--- config.mk ---
export PLATFORM = sky130hd
export DESIGN_NAME = memory_responder
export DESIGN_NICKNAME = d
export VERILOG_FILES = /design/src/rtl/memory_responder.sv
export SDC_FILE = /design/constraint.sdc
export NUM_CORES = 2
export LEC_CHECK = 0
export ABC_AREA = 1
export BUFFER_PORTS_ARGS = -buffer_cell sky130_fd_sc_hd__buf_2
export CAP_MARGIN = 20
export CORE_ASPECT_RATIO = 0.75
export CORE_UTILIZATION = 45
export DETAILED_ROUTE_END_ITERATION = 16
export PLACE_DENSITY = 0.7
export SYNTH_ARGS = -nofsm -noshare
export SYNTH_HDL_FRONTEND = slang
export SYNTH_SLANG_ARGS = --single-unit
--- constraint.sdc ---
create_clock -name clk -period 6.2 [get_ports clk]
set_clock_uncertainty 0.15 [all_clocks]
set_input_delay 0.31 -clock clk [delete_from_list [all_inputs] [get_ports clk]]
set_output_delay 0.31 -clock clk [all_outputs]
set_load 0.01 [all_outputs]
--- src/rtl/memory_responder.sv ---
// memory_responder: byte-wide ROM/RAM/IO responder with per-region wait states and a ROM load port
module memory_responder #(
  parameter int unsigned ROM_WAIT = 0,
  parameter int unsigned RAM_WAIT = 1,
  parameter int unsigned IO_WAIT  = 2
) (
  input  logic        clk,
  input  logic        reset,
  input  logic        req,
  input  logic        we,
  input  logic [7:0]  address,
  input  logic [7:0]  to_memory,
  output logic [7:0]  from_memory,
  output logic        ready,
  output logic        err,
  output logic        busy,
  input  logic [31:0] port_in,
  output logic [31:0] port_out,
  input  logic        load_en,
  input  logic [6:0]  load_addr,
  input  logic [7:0]  load_data
);

  typedef enum logic [1:0] {IDLE, WAIT, RESP} state_t;

  state_t      state, state_nxt;
  logic [3:0]  cnt;
  logic        we_q;
  logic [7:0]  addr_q;
  logic [7:0]  data_q;
  logic [31:0] sync1, sync2;
  logic [7:0]  rom [128];
  logic [7:0]  ram [96];
  logic        accept;
  logic        commit;
  logic        in_rom;
  logic        in_ram;
  logic        in_po;
  logic        in_pi;
  logic [4:0]  lane;
  logic [3:0]  req_wait;
  logic [7:0]  rd_data;

  assign accept   = state == IDLE && req;
  assign commit   = state == WAIT && cnt == 4'd0;
  assign in_rom   = !addr_q[7];
  assign in_ram   = addr_q[7] && addr_q < 8'hE0;
  assign in_po    = addr_q[7:2] == 6'b111000;
  assign in_pi    = addr_q[7:2] == 6'b111100;
  assign lane     = {addr_q[1:0], 3'b000};
  assign req_wait = !address[7] ? 4'(ROM_WAIT) : address < 8'hE0 ? 4'(RAM_WAIT) : 4'(IO_WAIT);

  assign ready = state == RESP;
  assign busy  = state != IDLE;
  assign err   = ready && we_q && in_rom;

  // Next state: IDLE waits for req, WAIT counts down, RESP lasts one cycle
  always_comb begin
    state_nxt = state;
    state_nxt = state == IDLE ? (req ? WAIT : IDLE) :
                state == WAIT ? (cnt == 4'd0 ? RESP : WAIT) : IDLE;
  end

  // Read mux over the latched address; RAM index is address-0x80, i.e. its low 7 bits
  always_comb begin
    rd_data = 8'h00;
    rd_data = in_rom ? rom[addr_q[6:0]] :
              in_ram ? ram[addr_q[6:0]] :
              in_po  ? port_out[lane +: 8] :
              in_pi  ? sync2[lane +: 8] : 8'h00;
  end

  // State register
  always_ff @(posedge clk or negedge reset) begin
    if (!reset) state <= IDLE;
    else state <= state_nxt;
  end

  // Request latch and wait-state counter
  always_ff @(posedge clk or negedge reset) begin
    if (!reset) begin
      cnt    <= 4'd0;
      we_q   <= 1'b0;
      addr_q <= 8'h00;
      data_q <= 8'h00;
    end else if (accept) begin
      cnt    <= req_wait;
      we_q   <= we;
      addr_q <= address;
      data_q <= to_memory;
    end else if (state == WAIT && cnt != 4'd0) begin
      cnt <= cnt - 4'd1;
    end
  end

  // Read data and output ports are committed on the WAIT->RESP edge
  always_ff @(posedge clk or negedge reset) begin
    if (!reset) begin
      from_memory <= 8'h00;
      port_out    <= 32'h0;
    end else begin
      if (commit && !we_q) from_memory <= rd_data;
      if (commit && we_q && in_po) port_out[lane +: 8] <= data_q;
    end
  end

  // Two-flop synchronizer for the asynchronous input ports
  always_ff @(posedge clk or negedge reset) begin
    if (!reset) begin
      sync1 <= 32'h0;
      sync2 <= 32'h0;
    end else begin
      sync1 <= port_in;
      sync2 <= sync1;
    end
  end

  // Memory arrays keep contents across reset; a reset forces IDLE so no write can commit
  always_ff @(posedge clk) begin
    if (commit && we_q && in_ram) ram[addr_q[6:0]] <= data_q;
    if (state == IDLE && load_en && !req) rom[load_addr] <= load_data;
  end

endmodule

### After elaboration in Yosys (flattened, before gate mapping)

Memories as Yosys holds them, arrays and structs flattened.
Index checks and enable logic that the tools add are counted.

| storage, ports and cells | value |
|---|---|
| memory bits (writable) | 1792 |
| register bits | 127 |
| memories kept | 2 |
| word-level logic and storage cells | 60 |
| output and inout port bits | 43 |

| cells by class | value |
|---|---|
| order comparisons | 2 |
| add/sub/neg operators | 2 |
| reduce and logical (&&, ||, !) cells | 20 |
| eq/ne operators | 4 |
| multiplexer cells | 17 |
| shifts and indexed selects | 4 |

Memory list:

| memory | depth | width | rd ports | clocked after Yosys merged registers in | write ports | RTL line | RTL |
|---|---|---|---|---|---|---|---|
| rom | 128 | 8 | 1 | 0 | 1 | 32 | `logic [7:0] rom [128];` |
| ram | 96 | 8 | 1 | 0 | 1 | 33 | `logic [7:0] ram [96];` |

Operator list:

| kind | number |
|---|---|
| $shiftx 32x6->8 | 2 |
| $bwmux 32 | 1 |
| $mux 8 | 4 |
| $shift 8x7->32 const A | 1 |
| $shiftx 8x7->32 | 1 |
| $lt 8x8->1 const B | 2 |
| $eq 6x6->1 const B | 2 |
| $logic_and 1x1->1 | 12 |
| $mux 2 | 5 |
| $mux 4 | 2 |
| $neg 5->7 | 1 |
| $mux 1 | 5 |
| $logic_not 4->1 | 1 |
| $reduce_bool 2->1 | 2 |
| $reduce_bool 4->1 | 1 |
| $sub 4x1->4 const B | 1 |
| $logic_not 1->1 | 3 |
| $eq 2x1->1 const B | 1 |
| $eq 2x2->1 const B | 1 |
| $logic_not 2->1 | 1 |

### Depth between registers and ports, before layout

| depth | value |
|---|---|
| word-level depth | 6 |
| depth in mapped cells | 21 |

### Least setup slack after synthesis

Ideal clock, no wire load.

| timing path | value |
|---|---|
| kind | reg-to-reg |
| from | register cnt[0] |
| to | memory ram[32][0] (enable) |
| required time | 5.680 ns |
| arrival | 2.025 ns |
| buffers on the path | 1 |
| clock period less this slack | 2.545 ns |
| setup time | 0.370 ns |
| cell stages (with the launch flop) | 10 |
| setup slack | 3.655 ns |
| path through | dfrtp_1 -> inv_1 -> ha_1 -> nand2_1 -> nor3_1 -> inv_1 -> nor3_2 -> nand2_1 -> clkbuf_1 -> nor2_1 |

| between the ends | value |
|---|---|
| word-level cells in the longest chain between the ends | 6 |

RTL lines:

| item | RTL line | RTL |
|---|---|---|
| from (decl) | 27 | `logic [3:0] cnt;` |
| from (signal assigned) | 87 | `cnt <= req_wait;` |
| from (signal assigned) | 92 | `cnt <= cnt - 4'd1;` |
| $logic_not 4->1 | 45 | `assign commit = state == WAIT && cnt == 4'd0;` |
| $logic_and 1x1->1 | 45 |  |
| $logic_and 1x1->1 (2 in a row) | 120 | `if (commit && we_q && in_ram) ram[addr_q[6:0]] <= data_q;` |
| $mux 1 | 120 |  |
| $mux 1 (implied by the code) | 120 |  |
| to (decl) | 33 |  |

Every way passes these cells.

### Worst setup path in the final report

| timing path | value |
|---|---|
| from | register addr_q[2] |
| to | register from_memory[4] |

| between the ends | value |
|---|---|
| word-level cells in the longest chain between the ends | 5 |

RTL lines:

| item | RTL line | RTL |
|---|---|---|
| from (decl) | 29 | `logic [7:0] addr_q;` |
| from (signal assigned) | 89 | `addr_q <= address;` |
| parallel branches: the longest is 4 deep, another holds $mem_v2 96x8 | -- |  |
| $mux 8 (*) | 67 | `rd_data = in_rom ? rom[addr_q[6:0]] :` |
| to (signal assigned) | 102 | `if (commit && !we_q) from_memory <= rd_data;` |
| to (decl) | 13 | `output logic [7:0] from_memory,` |

Mark *: on every way between the ends.
A chain may end at the register's enable or synchronous reset.

==> metrics <==
sw frac=between 30% and 40%; RSZ-0062 raised after global routing=false; Area growth syn-to-layout=11.70%; first-pass GRT wire length=325100 microns; IO Port Bufs=110; H-tree levels=4; die width=about 500 microns; simple-gate share of the synthesized area=21.81%; clock sinks=1919; WHS Path Cells=1; I/O pin cnt=111; crit path cell chain=inv_4 -> nand2_2 -> buf_4 -> nor2_2 -> buf_4 -> nand2_1 -> nand2_1 -> nor2_1 -> nand2_1 -> nand2_1 -> nand2_1 -> nor2_1 -> nor2_1 -> nor2_1 -> nand2_1 -> nand2_1 -> nand2_1 -> nand2_1 -> nand2_1; CP max-delay cell=dfrtp_4; num rows=133; Design Area, Final=89680 sq um; XOR/XNOR share of the synthesized area=0%; Inserted Diodes=0; Most common cell on crit path=nand2_1; area share of fa/ha/maj cells after synthesis=0.1091%; Seq/Total Area, Yosys=70.98%; residual overflow from global routing=0; Non-Filler Instances=between 10k and 15k; pwr/cell area=441.0 nW/um^2; Leakage=35.70 nW; Tcrit/Tclk final=between 60% and 70%; slew margin rel.=19.67%; combinational power share=32.5%; main combinational cell family by area after synthesis=simple AND/OR/NAND/NOR gates; synth warn=0; EDFF count, synth=roughly 1.8k; outcome=finished clean; GPL Wtd Cong=slightly above 0.9; WP depth=19; cts hold-fix bufs=106; antenna-violating nets left=0; Crit path required time=about 6.8 ns; R2R depth=19; Final Max Tran Viols=0; Mapped Area=80290 sq um; nets@finish=7789; vias in the first global route=51.86k; Critical Path Sink Type=flip-flop; kind of cell adding the most delay to the critical path=simple AND/OR/NAND/NOR gates; worst setup path class=flip-flop to flip-flop; Initial Util=45.56%; share of cells above drive strength 1=6.628%; crit path buf inv count=3; syn_area_per_cell=approximately 11 sq um; Num CTS Buffers=190; Hold Vio Cnt, Final=0; slew of the pin with the lowest slew margin=around 1.2 ns; Critical Path AT=4.89 ns; DRT iter0 DRCs=about 7k; portion of netlist area occupied by mux cells=0%; clock buffer depth=3; Core Area=~180000 sq um; die area=180100 sq um; crit path max fanout=68; CP peak stage delay=0.86 ns; Vias=55.05k; largest net degree at the start of global routing=about 220; Async SR Flop Fraction=6.618%; commonest non-fill, non-tap cell in the layout=nand2_1; routed wire length=216700 microns; Resized cells post-CTS=0; DR WL/cell=roughly 21 microns; die height=367.8 microns; max-cap violations=0; root buf cell=clkbuf_16; Worst Setup Start Kind=flip-flop; Sw Pwr=0.01509 W; initial antenna violation count=3; area post-placement=82640 sq um; all-layer global routing usage=23.91%; clock network power share=28.1%; Tmin final=between 4 and 5 ns; synthesis-stage register bit count=1919; count of final setup violators=0; Inst Count DP=9775; Internal Power=0.02446 W; Setup TNS Final=0 ns; clock-pin slew on the worst setup and hold paths=about 0.06 ns; vias per inst=roughly 5.4; Synth Flop Type=edfxtp_1; Achievable Freq=between 0.2 and 0.25 GHz; worst skew pair latency=0.82 ns; Unique masters post-synth=37; Synth Area in Compound Gates=3.402%; most frequent cells in the layout=3739 x nand2_1, 1792 x edfxtp_1, 615 x nor2_1, 241 x inv_1, 225 x o21ai_0; CTS tree=built; sequential power share=between 30% and 40%; Setup Buffers After CTS=0; Syn Nets=7679; Hold Crit Class=input port to flip-flop; DRC viols=0; Pre-antenna DRT Iters=6; peak supply drop=0.0005110 V; final core utilization=roughly half; dpl hpwl=about 120000 microns; Syn Inst Count=7604
through the flow:
step           setup slack (ns)  power (W)  hold WS (ns)
2_1_floorplan             3.655    0.02376       -0.1356
3_3_place_gp              2.028    0.02814        0.1839
3_5_place_dp              1.986    0.02822        0.1841
4_1_cts                   1.942    0.03930       0.01173
5_1_grt                   1.680    0.04123       0.04780
6_report                  1.871    0.03955       0.01332
per-layer routing:
layer  part of all wire (%)  GRT usage (%)
met3                     12          5.036
met4                    2.5          6.528
met5                 0.0060              0
met1                     42          35.87
met2                     44          35.07
cell usage after synthesis (25+ instances only):
| cell type | instances | area [sq um] |
|---|---|---|
| edfxtp_1 | 1792 | 53810 |
| buf_1 | 25 | 93.84 |
| nor2_1 | 619 | 2323 |
| o211ai_1 | 99 | 743.2 |
| o21ai_1 | 38 | 190.2 |
| nand2_1 | 3742 | 14050 |
| clkbuf_1 | 91 | 341.6 |
| inv_1 | 241 | 904.6 |
| buf_6 | 30 | 337.8 |
| dfrtp_1 | 127 | 3178 |
| buf_4 | 26 | 195.2 |
| nand3_1 | 107 | 535.5 |
| buf_2 | 207 | 1036 |
| a21oi_1 | 111 | 555.5 |
| or2_2 | 33 | 206.5 |
| o21ai_0 | 225 | 1126 |
final cells by class:
class	count	area (sq um)
Fill cell	15010	86550
Sequential cell	1919	57030
Multi-Input combinational cell	5054	20370
Clock buffer	249	5164
Tap cell	2362	2955
Timing Repair Buffer	298	2432
Inverter	251	973.4
Clock inverter	90	753.2
state kept, by name, summed over array words and instances, names as in the netlist:
signal and flops:
data_q 8, ram 768, cnt 4, sync1 32, state 2, addr_q 8
rom 1024, we_q 1, port_out 32, sync2 32, from_memory 8
power groups by stage:
| stage | clock, W | sequential, W | combinational, W |
|---|---|---|---|
| after global routing | 0.0116 | 0.0156 | 0.0140 |
| after global placement | 0 | 0.0158 | 0.0123 |
| final | 0.0111 | 0.0156 | 0.0129 |
| after detailed placement | 0 | 0.0158 | 0.0124 |
| after CTS | 0.0112 | 0.0156 | 0.0126 |
| after floorplan | 0 | 0.0158 | 0.00800 |
kinds of logic after synthesis:
logic type,Yosys count
AOI/OAI and AO/OA,490
buffers and inverters,631
DFF,1919
and+or+nand+nor,4557
adders and majority gates,7
final timing paths:
path / start / end / slack, ns
setup / recovery: addr_q[2] / from_memory[4] / 1.87
hold / removal: load_data[2] / rom[40][2] / 0.01
setup reg to reg: addr_q[2] / from_memory[4] / 1.87
hold reg to reg: sync1[18] / sync2[18] / 0.20
max in group asynchronous: reset / addr_q[2] / 4.60
min in group asynchronous: reset / sync1[23] / 0.44
(Power assumes the default switching activity.)
